### src/rtl/axi_rmux_pkg.sv
// Shared types for the AXI read arbiter/mux: FSM state, AR control payload, index width helper.
package axi_rmux_pkg;

    typedef enum logic [1:0] {
        IDLE = 2'd0,
        ADDR = 2'd1,
        DATA = 2'd2
    } state_t;

    // Fixed-width AR control fields; ID/ADDR/USER are parameter-sized and handled separately.
    typedef struct packed {
        logic [7:0] len;
        logic [2:0] size;
        logic [1:0] burst;
        logic       lock;
        logic [3:0] cache;
        logic [2:0] prot;
        logic [3:0] qos;
        logic [3:0] region;
    } ar_payload_t;

    function automatic int IDX_W(input int n);
        return (n > 1) ? $clog2(n) : 1;
    endfunction

endpackage

### src/rtl/rr_arbiter.sv
// Combinational round-robin picker: first requester strictly after ptr, wrapping.
module rr_arbiter #(
    parameter int N = 2
) (
    input  logic [N-1:0]         req,
    input  logic [$clog2(N)-1:0] ptr,
    output logic [N-1:0]         gnt,
    output logic [$clog2(N)-1:0] idx
);
    import axi_rmux_pkg::*;

    localparam int IW = IDX_W(N);

    logic [IW-1:0] cand;
    logic          found;

    always_comb begin
        gnt   = '0;
        idx   = '0;
        cand  = '0;
        found = 1'b0;
        for (int i = 1; i <= N; i++) begin
            cand = IW'((int'(ptr) + i) % N);
            if (!found && req[cand]) begin
                found     = 1'b1;
                idx       = cand;
                gnt[cand] = 1'b1;
            end
        end
    end

endmodule

### src/rtl/axi_rd_arbiter_mux.sv
// N-master to 1-slave AXI4 read arbiter/mux, one burst outstanding, RLAST vs ARLEN checking.
// Define AXI_RMUX_PERF_EN to add per-master grant counters and an AR/R stall counter.
module axi_rd_arbiter_mux #(
    parameter int NUM_MASTERS = 2,
    parameter int ADDR_WIDTH  = 32,
    parameter int DATA_WIDTH  = 32,
    parameter int ID_WIDTH    = 1,
    parameter int USER_WIDTH  = 1
) (
    input  logic                                    ACLK,
    input  logic                                    ARESET,
    input  logic [NUM_MASTERS-1:0][ID_WIDTH-1:0]    m_ARID,
    input  logic [NUM_MASTERS-1:0][ADDR_WIDTH-1:0]  m_ARADDR,
    input  logic [NUM_MASTERS-1:0][7:0]             m_ARLEN,
    input  logic [NUM_MASTERS-1:0][2:0]             m_ARSIZE,
    input  logic [NUM_MASTERS-1:0][1:0]             m_ARBURST,
    input  logic [NUM_MASTERS-1:0]                  m_ARLOCK,
    input  logic [NUM_MASTERS-1:0][3:0]             m_ARCACHE,
    input  logic [NUM_MASTERS-1:0][2:0]             m_ARPROT,
    input  logic [NUM_MASTERS-1:0][3:0]             m_ARQOS,
    input  logic [NUM_MASTERS-1:0][3:0]             m_ARREGION,
    input  logic [NUM_MASTERS-1:0][USER_WIDTH-1:0]  m_ARUSER,
    input  logic [NUM_MASTERS-1:0]                  m_ARVALID,
    output logic [NUM_MASTERS-1:0]                  m_ARREADY,
    output logic [NUM_MASTERS-1:0]                  m_RVALID,
    input  logic [NUM_MASTERS-1:0]                  m_RREADY,
    output logic [ID_WIDTH-1:0]                     m_RID,
    output logic [DATA_WIDTH-1:0]                   m_RDATA,
    output logic [1:0]                              m_RRESP,
    output logic                                    m_RLAST,
    output logic [ID_WIDTH-1:0]                     s_ARID,
    output logic [ADDR_WIDTH-1:0]                   s_ARADDR,
    output logic [7:0]                              s_ARLEN,
    output logic [2:0]                              s_ARSIZE,
    output logic [1:0]                              s_ARBURST,
    output logic                                    s_ARLOCK,
    output logic [3:0]                              s_ARCACHE,
    output logic [2:0]                              s_ARPROT,
    output logic [3:0]                              s_ARQOS,
    output logic [3:0]                              s_ARREGION,
    output logic [USER_WIDTH-1:0]                   s_ARUSER,
    output logic                                    s_ARVALID,
    input  logic                                    s_ARREADY,
    input  logic [ID_WIDTH-1:0]                     s_RID,
    input  logic [DATA_WIDTH-1:0]                   s_RDATA,
    input  logic [1:0]                              s_RRESP,
    input  logic                                    s_RLAST,
    input  logic                                    s_RVALID,
    output logic                                    s_RREADY,
    output logic [$clog2(NUM_MASTERS)-1:0]          grant_idx,
    output logic                                    busy,
    output logic                                    len_err
`ifdef AXI_RMUX_PERF_EN
    ,
    output logic [NUM_MASTERS-1:0][31:0]            perf_grant_cnt,
    output logic [31:0]                             perf_stall_cnt
`endif
);
    import axi_rmux_pkg::*;

    localparam int IW = IDX_W(NUM_MASTERS);

    state_t                 state;
    logic [IW-1:0]          grant;
    logic [IW-1:0]          rr_ptr;
    logic [IW-1:0]          arb_idx;
    logic [NUM_MASTERS-1:0] arb_gnt;
    logic                   arb_any;
    logic [7:0]             beat_cnt;
    logic [7:0]             alen;
    logic                   ar_hs;
    logic                   r_hs;
    logic                   cnt_hit;
    logic                   burst_end;
    ar_payload_t            sel;

    rr_arbiter #(.N(NUM_MASTERS)) u_arb (
        .req (m_ARVALID),
        .ptr (rr_ptr),
        .gnt (arb_gnt),
        .idx (arb_idx)
    );

    assign arb_any = |arb_gnt;

    assign sel = '{
        len:    m_ARLEN[grant],
        size:   m_ARSIZE[grant],
        burst:  m_ARBURST[grant],
        lock:   m_ARLOCK[grant],
        cache:  m_ARCACHE[grant],
        prot:   m_ARPROT[grant],
        qos:    m_ARQOS[grant],
        region: m_ARREGION[grant]
    };

    // Only the owner sees ready/valid; every other master is held off.
    always_comb begin
        s_ARVALID = 1'b0;
        m_ARREADY = '0;
        s_ARID    = '0;
        s_ARADDR  = '0;
        s_ARUSER  = '0;
        {s_ARLEN, s_ARSIZE, s_ARBURST, s_ARLOCK,
         s_ARCACHE, s_ARPROT, s_ARQOS, s_ARREGION} = '0;
        s_RREADY  = 1'b0;
        m_RVALID  = '0;
        case (state)
            ADDR: begin
                s_ARVALID        = m_ARVALID[grant];
                m_ARREADY[grant] = s_ARREADY;
                s_ARID           = m_ARID[grant];
                s_ARADDR         = m_ARADDR[grant];
                s_ARUSER         = m_ARUSER[grant];
                {s_ARLEN, s_ARSIZE, s_ARBURST, s_ARLOCK,
                 s_ARCACHE, s_ARPROT, s_ARQOS, s_ARREGION} = sel;
            end
            DATA: begin
                m_RVALID[grant] = s_RVALID;
                s_RREADY        = m_RREADY[grant];
            end
            default: ;
        endcase
    end

    assign m_RID   = s_RID;
    assign m_RDATA = s_RDATA;
    assign m_RRESP = s_RRESP;
    assign m_RLAST = s_RLAST;

    assign ar_hs     = s_ARVALID & s_ARREADY;
    assign r_hs      = s_RVALID & s_RREADY;
    assign cnt_hit   = (beat_cnt == alen);
    assign burst_end = r_hs & (s_RLAST | cnt_hit);

    assign grant_idx = grant;
    assign busy      = (state != IDLE);

    always_ff @(posedge ACLK) begin
        if (ARESET) begin
            state   <= IDLE;
            rr_ptr  <= IW'(NUM_MASTERS - 1);
            grant   <= '0;
            len_err <= 1'b0;
        end else begin
            case (state)
                IDLE: begin
                    if (arb_any) begin
                        grant  <= arb_idx;
                        rr_ptr <= arb_idx;
                        state  <= ADDR;
                    end
                end
                ADDR: begin
                    if (ar_hs) begin
                        alen     <= m_ARLEN[grant];
                        beat_cnt <= 8'd0;
                        state    <= DATA;
                    end
                end
                DATA: begin
                    if (r_hs) begin
                        beat_cnt <= beat_cnt + 8'd1;
                    end
                    // Either terminating condition ends the burst; disagreement is a length error.
                    if (burst_end) begin
                        state <= IDLE;
                        if (s_RLAST ^ cnt_hit) begin
                            len_err <= 1'b1;
                        end
                    end
                end
                default: state <= IDLE;
            endcase
        end
    end

`ifdef AXI_RMUX_PERF_EN
    logic stall;

    assign stall = ((state == ADDR) & s_ARVALID & ~s_ARREADY) |
                   ((state == DATA) & s_RVALID & ~s_RREADY);

    always_ff @(posedge ACLK) begin
        if (ARESET) begin
            perf_grant_cnt <= '0;
            perf_stall_cnt <= '0;
        end else begin
            if ((state == IDLE) && arb_any) begin
                perf_grant_cnt[arb_idx] <= perf_grant_cnt[arb_idx] + 32'd1;
            end
            if (stall) begin
                perf_stall_cnt <= perf_stall_cnt + 32'd1;
            end
        end
    end
`endif

endmodule

### config.mk
export PLATFORM = sky130hd
export DESIGN_NAME = axi_rd_arbiter_mux
export DESIGN_NICKNAME = d
export VERILOG_FILES = /design/src/rtl/axi_rmux_pkg.sv /design/src/rtl/rr_arbiter.sv /design/src/rtl/axi_rd_arbiter_mux.sv
export SDC_FILE = /design/constraint.sdc
export NUM_CORES = 1
export LEC_CHECK = 0
export BUFFER_PORTS_ARGS = -buffer_cell sky130_fd_sc_hd__buf_2
export CAP_MARGIN = 20
export CORE_AREA = 2 2 107 109
export CTS_CLUSTER_SIZE = 16
export DETAILED_ROUTE_END_ITERATION = 10
export DIE_AREA = 0 0 109 111
export GPL_TIMING_DRIVEN = 0
export HOLD_SLACK_MARGIN = 0.08
export RECOVER_POWER = 100
export SYNTH_ARGS = -nofsm -noshare
export SYNTH_HDL_FRONTEND = slang
export SYNTH_SLANG_ARGS = --single-unit
### constraint.sdc
create_clock -name ACLK -period 2.6 [get_ports ACLK]
set_clock_uncertainty 0.2 [all_clocks]
set_input_delay 0.26 -clock ACLK [delete_from_list [all_inputs] [get_ports ACLK]]
set_output_delay 0.26 -clock ACLK [all_outputs]
set_load 0.05 [all_outputs]
======== Word level (Yosys, flattened, before mapping) ========
Index checks and enable logic that the tools add are counted.
operators by class
  add/sub/neg operators ................... 3
  order comparisons ....................... 6
  equality and inequality tests ........... 7
  multiplexer cells ....................... 63
  bitwise gates (word level) .............. 9
  reduce and logical (&&, ||, !) cells .... 14
operators with widths
  cell                   number
  $mux W32               3
  $mux W8                5
  $mux W4                9
  $mux W1                25
  $mux W2                10
  $mux W3                6
  $pmux W8 S2            1
  $reduce_and A3 Y1      3
  $add A8 B1 Y8 const B  1
  $eq A8 B8 Y1           1
  $ne A2 B2 Y1 const B   4
  $lt A1 B2 Y1 const B   3
  $pmux W2 S3            1
  $and A2 B2 Y2          2
  $logic_and A1 B1 Y1    4
  $reduce_and A4 Y1      1
  $reduce_bool A2 Y1     2
  $and A1 B1 Y1          3
  $demux W1 S1           3
  $ge A1 B1 Y1 const B   3
  $add A1 B1 Y1 const B  2
  $eq A2 B1 Y1 const B   1
  $eq A2 B2 Y1 const B   1
  $logic_not A2 Y1       1
  other kinds (7)        7
word-level totals
  register bits after elaboration ......... 21
  input bits .............................. 170
  output and inout bits ................... 108
  word-level logic and storage cells ...... 108

======== Longest topological paths before layout ========
Gate-level depths: netlist (run 1).
  depth in word-level cells ............... 11
  mapped depth ............................ 7
  mapped depth without buffers ............ 7

======== Cells and area by module ========
From an unflattened synthesis (run 1), not the netlist that was laid out.
unflattened totals
  cells, all modules ...................... 280
  area total of the unflattened synthesis .. 2518.7 sq um
modules (own cells, without submodules)
  module              instances  cells an instance  area an instance (sq um)  seq. area each (sq um)
  axi_rd_arbiter_mux  1          276                2492.4                    580.6
  rr_arbiter          1          4                  26.3                      0.0

======== Worst setup path before layout (run 1) ========
No wires, ideal clock.
  path type ............................... register to output
  from .................................... register grant, in the netlist grant_idx
  to ...................................... output port s_ARADDR[0]
  arrival ................................. 2135 ps
  required time ........................... 2140 ps
  setup slack ............................. 5 ps
  stages on the path, launching flop included .. 6
  path buffers ............................ 3
  cell sequence ........................... dfxtp_1 buf_2 buf_2 buf_2 mux2i_1 nor2b_1
between the ends
  cells in the longest elaborated chain, start to end .. 3
ends and longest elaborated chain
  element                                       RTL line                   text
  from (decl)                                   axi_rd_arbiter_mux.sv:64   logic [IW-1:0] grant;
  from (signal assigned)                        axi_rd_arbiter_mux.sv:149  grant <= arb_idx;
  $mux W32 (implied by the code) (2 in series)  axi_rd_arbiter_mux.sv:113  s_ARADDR = m_ARADDR[grant];
  $mux W32                                      axi_rd_arbiter_mux.sv:108  case (state)
  to (decl)                                     axi_rd_arbiter_mux.sv:32   output logic [ADDR_WIDTH-1:0] s_ARADDR,
No other way between the ends. The select of a mux whose other input is x is not followed.

======== Final worst setup path (run 1) ========
  from .................................... register grant, in the netlist grant_idx
  to ...................................... output port s_ARREGION[2]
between the ends
  cells in the longest elaborated chain, start to end .. 3
ends and longest elaborated chain
  element                                      RTL line                   text
  $mux W4 (implied by the code) (2 in series)  axi_rd_arbiter_mux.sv:94   region: m_ARREGION[grant]
  $mux W4                                      axi_rd_arbiter_mux.sv:108
  to (decl)                                    axi_rd_arbiter_mux.sv:40   output logic [3:0] s_ARREGION,
No other way between the ends. The select of a mux whose other input is x is not followed.

==> impl_results.md, run 1 <==
* Drc violations at 0
* Switching Share at 58.8%
* Comb pwr share at roughly three quarters
* Initial antenna violation count at 2
* Final hold violation count at 0
* Dpl ws at 57.8 ps
* Die Span Y at between 100 and 150 um
* CTS max path bufs at 2
* Worst EP arrival at 1990 ps
* Fmax at just over 400 MHz
* WP buf/inv at 4
* NetSw at around 2.0 mW
* Hold buffers post-CTS at 0
* Worst-path fanout max at 10
* Post-DP HPWL at 8170 um
* Width of the chip at roughly 110 um
* Clock power frac at 9.7%
* Reg-to-Reg Start: beat_cnt[3]$_SDFFCE_PN0P_
* First-pass GRT wire length at around 13,000 um
* Area growth, synth to finish at 57.4%
* Final Setup Violations at 0
* Status: complete, no violations
* Total gr overflow at 0
* Critical path class: reg2out
* Slew margin rel. at 49.9%
* Async SR Flop Fraction at 0%
* CP endpoint kind: output pin
* Core Util, Final at 35.4%
* Clk Latency, worst-skew pair at 260 ps
* Top-area cell type share of the netlist area at a little under a quarter
* Met3 global-route usage at under 10%
* CP Data Required Time at 2140 ps
* Power per Cell Area at 865 nW/um2
* Worst path cell trace: buf_2 -> buf_2 -> clkbuf_2 -> mux2i_1 -> nor2b_1 -> clkbuf_2
* DRT antenna net count at 0
* Largest net degree at the start of global routing at 13
* RSZ-0062 raised after global routing: false
* Routability Congestion at about 0.84
* Initial Util at roughly 22%
* Top-level port count at 278
* Gr busiest metal: met2
* CTS Buf Count at 3
* Fin crit share at 94.1%
* Kind of cell adding the most delay to the critical path: buffers and inverters
* Post-synth EDFFs at 16
* Root buffer cell: clkbuf_16
* Routed wire length per instance at 13.6 um
* Vias at 2,728
* CP Launch Type: register
* Area leader, netlist: mux2i_1
* R2R depth at 7
* Synth Net Count at 454
* Synth cell count leaders: 58 x mux2i_1, 57 x nor2b_1, 36 x buf_4
* Register bit total from synthesis at 21
* Setup crit end: s_ARREGION[2]
* Synth area leaders: mux2i_1 23%, edfxtp_1 19%, nor2b_1 14%
* Layout cells sized above 1 at 48.2%
* Worst-path clk slew at 60 ps
* Syn_area_per_cell at 8.96 um2
* GRT Overall Usage at 14.3%
* Iteration count of the initial detailed-routing pass at 4
* Slew @ Worst Pin at 752 ps
* Sequential area share after synthesis at 23.3%
* Synth Warn # at 0
* CTS tree: yes
* Crit path max-delay cell type: clkbuf_2
* Vias in the first global route at 2,740
* Power Internal at ~1.4 mW
* Worst IR drop on VDD at 462 uV
* TNS Setup at 0 ps
* Top-count cell post-synth: mux2i_1
* Post-CTS Setup Bufs at 0
* Routed WL at around 9100 um
* Core Region at 11,100 um2
* Hold Path Class: in2reg
* Iter 0 DRT Violations at 37
* Yosys cell types at 28
* Leak at 1.91 nW
* Area of the mapped netlist at between 2000 and 2500 um2
* Slowest stage delay, CP at 350 ps
* Tmin final at 2450 ps
* Reg power frac at approximately 15%
* PnR worst setup slack at 154 ps
* Top_reg_cell synth: edfxtp_1
* Core Rows at 39
* CTS sink cnt at 21
* Reg2reg setup slack at ~200 ps
* GR Util met2 at 27.2%
* CP Launch Point: grant_idx$_SDFFE_PP0P_
* Met1 GRT Util at 16.7%
* H-tree depth at 1
* Filler cells at 1,193
* Port Buf Inserts at 242
* Post-layout nets at 702
* Via density at 4.08
* Crit path depth at 6
* Die Area at 12,100 um2
* R2r endpoint: state[0]$_SDFFE_PP0P_
* Syn Inst Count at 278
* Max-cap violations at 0
* Number of max-slew violations in the final report at 0
==> stage by stage <==
stage | instance area, um2 | power [mW] | cells | hold slack (ps)
2_1_floorplan | 2490 | 2.48 | 278 | 132
3_3_place_gp | 3880 | 3.08 | 663 | 251
3_5_place_dp | 3890 | 3.10 | 664 | 262
4_1_cts | 3970 | 3.44 | 668 | 82.1
5_1_grt | 3920 | 3.57 | 669 | 104
6_report | 3920 | 3.39 | 669 | 78.1
==> cells by family after synthesis <==
logic type / synth area share [%]
AO/OA/AOI/OAI: 2.31
XOR/XNOR: 4.92
adder cells (fa/ha/maj): 3.01
buffers and inverters: 14.7
flip-flops: 23.3
multiplexers: 27.5
AND/OR/NAND/NOR: 24.2
==> layout make-up <==
class | count | area (um2) | area share, %
multi-input combinational | 198 | 1550 | 39.5
timing repair buffer | 243 | 1160 | 29.6
sequential | 21 | 581 | 14.8
buffer | 52 | 344 | 8.78
tap | 143 | 179 | 4.57
clock buffer | 3 | 75.1 | 1.92
inverter | 7 | 26.3 | 0.670
clock inverter | 1 | 5.00 | 0.128
antenna | 1 | 2.50 | 0.0639
==> worst min path at each step <==
| stage | start | end | cells past startpoint |
|---|---|---|---|
| 2_1_floorplan | ARESET | grant_idx$_SDFFE_PP0P_ | 1 |
| 5_1_grt | ARESET | len_err$_SDFFE_PP0P_ | 2 |
| 3_5_place_dp | len_err$_SDFFE_PP0P_ | len_err$_SDFFE_PP0P_ | 2 |
| 4_1_cts | ARESET | len_err$_SDFFE_PP0P_ | 2 |
| 6_report | ARESET | len_err$_SDFFE_PP0P_ | 2 |
| 3_3_place_gp | len_err$_SDFFE_PP0P_ | len_err$_SDFFE_PP0P_ | 2 |
==> what timing repair did <==
item	4_1_cts	5_1_grt
setup endpoints to repair	40	36
resized for setup	1	8
endpoints found under the hold margin	0	0
pin swaps	0	0
==> cells in the final DEF, fill, tap and decap left out, drive strengths merged <==
| cell type | netlist | final |
|---|---|---|
| clkinv | 0 | 1 |
| nor4 | 2 | 2 |
| o21ai | 2 | 2 |
| dfxtp | 5 | 5 |
| nor3 | 1 | 1 |
| diode | 0 | 1 |
| a211o | 1 | 1 |
| ha | 6 | 6 |
| nand3 | 4 | 4 |
| and3 | 2 | 2 |
| xor2 | 10 | 10 |
| nor3b | 1 | 1 |
| nor2 | 7 | 7 |
| inv | 7 | 7 |
| and2 | 16 | 16 |
| nand3b | 2 | 2 |
| nor2b | 57 | 57 |
| nand2b | 4 | 4 |
| clkbuf | 9 | 101 |
| mux2 | 9 | 9 |
| mux2i | 58 | 58 |
| o2bb2ai | 1 | 1 |
| nand2 | 6 | 6 |
| a21oi | 4 | 4 |
| xnor2 | 4 | 4 |
| a222oi | 1 | 1 |
| edfxtp | 16 | 16 |
| buf | 43 | 197 |
==> registers in the layout (all words and copies together), names as in the netlist <==
register / cells
alen: 8
beat_cnt: 8
grant_idx: 1
len_err: 1
rr_ptr: 1
state: 2
==> routing by layer <==
layer | routed length, um | part of all wire (%)
met1 | 3550 | 39
met2 | 4950 | 54
met3 | 549 | 6.0
met4 | 68 | 0.74
met5 | 13 | 0.14
==> power groups by stage <==
stage,combinational (mW),clock [mW],sequential (mW)
2_1_floorplan,1.97,0,0.506
3_3_place_gp,2.57,0,0.507
3_5_place_dp,2.59,0,0.509
4_1_cts,2.60,0.335,0.502
5_1_grt,2.71,0.351,0.510
6_report,2.56,0.329,0.501
(Power assumes the default switching activity.)
==> inputs of run 2 (changes only) <==
--- a/config.mk
+++ b/config.mk
@@ -7,10 +7,11 @@
 export LEC_CHECK = 0
 export BUFFER_PORTS_ARGS = -buffer_cell sky130_fd_sc_hd__buf_2
 export CAP_MARGIN = 20
-export CORE_AREA = 2 2 107 109
+export CORE_AREA = 2 2 109 111
+export CTS_BUF_LIST = sky130_fd_sc_hd__clkbuf_8
 export CTS_CLUSTER_SIZE = 16
 export DETAILED_ROUTE_END_ITERATION = 10
-export DIE_AREA = 0 0 109 111
+export DIE_AREA = 0 0 111 113
 export GPL_TIMING_DRIVEN = 0
 export HOLD_SLACK_MARGIN = 0.08
 export RECOVER_POWER = 100
==> impl_results.md, run 2 (synthesis results as in run 1) <==
* Status: complete, no violations
* Width of the chip at about 110 um
* Core Rows at 39
* Iter 0 DRT Violations at 64
* Hold Path Class: in2reg
* Total power at 3.32 mW
* Worst-path fanout max at 4
* Leak at 1.93 nW
* Core Util, Final at 34.8%
* Iteration count of the initial detailed-routing pass at 4
* Reg area at 581 um2
* Number of max-slew violations in the final report at 0
* Final Cell Area at 3930 um2
* Vias in the first global route at approximately 2.8k
* Area growth, synth to finish at 57.6%
* Most common cell after layout, fill and taps aside: buf_2
* Most frequent cells in the layout: 159 x buf_2, 58 x mux2i_1, 57 x nor2b_1
* Worst EP arrival at 2530 ps
* Placed inst area at between 3000 and 4000 um2
* H-tree depth at 1
* Worst IR drop on VDD at 298 uV
* CTS max path bufs at 2
* Critical path class: reg2reg
* Layout cells sized above 1 at roughly half
* Core Region at about 11,000 um2
* First-pass GRT wire length at 14,100 um
* GRT Overall Usage at 13.9%
* R2R depth at 7
* Root buffer cell: clkbuf_8
* CP Launch Type: register
* Tmin final at approximately 2500 ps
* R2r endpoint: state[0]$_SDFFE_PP0P_
* DRT antenna net count at 0
* Slew @ Worst Pin at 701 ps
* Total gr overflow at 0
* CP endpoint kind: register
* CTS sink cnt at 21
* Filler cells at 1,203
* Hold Crit Start: m_ARLEN[4]
* Drc violations at 0
* Fin crit share at between 90% and 100%
* Routed WL at 9600 um
* Initial antenna violation count at 0
* Reg-to-Reg Start: beat_cnt[0]$_SDFFCE_PN0P_
* Largest regs: alen: 8 flops, beat_cnt: 8 flops, state: 2 flops
* Reg2reg setup slack at 60 ps
* Final hold violation count at 0
* Die Span Y at ~110 um
* CP Launch Point: beat_cnt[0]$_SDFFCE_PN0P_
* Post-DP HPWL at 8540 um
* Largest net degree at the start of global routing at 13
* Worst hold path cell count at 2
* Initial Util at 22.1%
* Slew margin rel. at between 50% and 60%
* Vias at 2,815
* Hold endpoint: alen[4]$_DFFE_PP_
* Max-cap violations at 0
* Routed wire length per instance at 14.3 um
* Port Buf Inserts at between 200 and 250
* ANT cells at 0
* Post-layout nets at 704
* CP Data Required Time at 2590 ps
* CTS Buf Count at 3
* Top-level port count at 278
* Routability Congestion at 0.840
* Worst-path clk slew at 80 ps
* CTS tree: yes
* Multi-input gate area at 1560 um2
* Die Area at 12,500 um2
* RSZ-0062 raised after global routing: false
* Power per Cell Area at 846 nW/um2
* Fmax at 393 MHz
* Clk Latency, worst-skew pair at 250 ps
* Final Setup Violations at 0
* Via density at approximately 4.2
run 2: cell types whose count changed in the layout (fill, tap and decap cells not counted), sizes merged:
cell	previous run	this run
clkbuf	101	102
diode	1	0
dlygate4sd3	0	1
run 2: worst max path at each step:
stage	endpoint	slack (ps)
final	state[0]$_SDFFE_PP0P_	60
after global routing	s_ARREGION[1]	5
after global placement	alen[2]$_DFFE_PP_	-290
after CTS	s_ARADDR[19]	10
after detailed placement	alen[1]$_DFFE_PP_	-370
after floorplan	s_ARADDR[0]	5
run 2: routing by layer:
metal	part of all wire, %	GRT usage (%)	routed length [um]
met1	40	16.5	3810
met2	54	27.2	5170
met3	5.6	1.71	540
met4	0.78	2.08	75
met5	0	0	0
run 2: what timing repair did:
| item | in CTS | in global routing |
|---|---|---|
| setup endpoints to repair | 48 | 43 |
| hold buffers | 1 | 0 |
| hold endpoints to repair | 2 | 0 |
| setup buffers | 0 | 2 |
| pin swaps | 0 | 1 |
| gates resized for setup | 2 | 13 |
run 2: metrics by stage:
stage          std cells  setup WS, ps  hold slack, ps  TNS (ps)
2_1_floorplan        278          5.08             132         0
3_3_place_gp         663          -288             263     -2300
3_5_place_dp         663          -372             262     -2970
4_1_cts              668          14.9             118         0
5_1_grt              670          5.16             120         0
6_report             670          58.5             122         0
run 2: layout make-up:
cell class | instances | area share [%]
Clock buffer | 3 | 1.05
Sequential cell | 21 | 14.8
Tap cell | 143 | 4.56
Multi-Input combinational cell | 198 | 39.7
Timing Repair Buffer | 245 | 30.2
Inverter | 7 | 0.669
Clock inverter | 1 | 0.128
Buffer | 52 | 8.89
run 2: where the power goes:
part | switching [mW] | internal, mW
registers | 0.0528 | 0.442
logic | 1.85 | 0.765
clock network | 0.107 | 0.107
total | 2.01 | 1.31
run 2: worst max-delay path: stages (launching register included):
cell and delay [ps]:
edfxtp_1 440, xor2_1 200, nor4_2 350, nand2_1 120, ha_1 210, nand3b_1 180
a222oi_1 520, mux2i_1 250
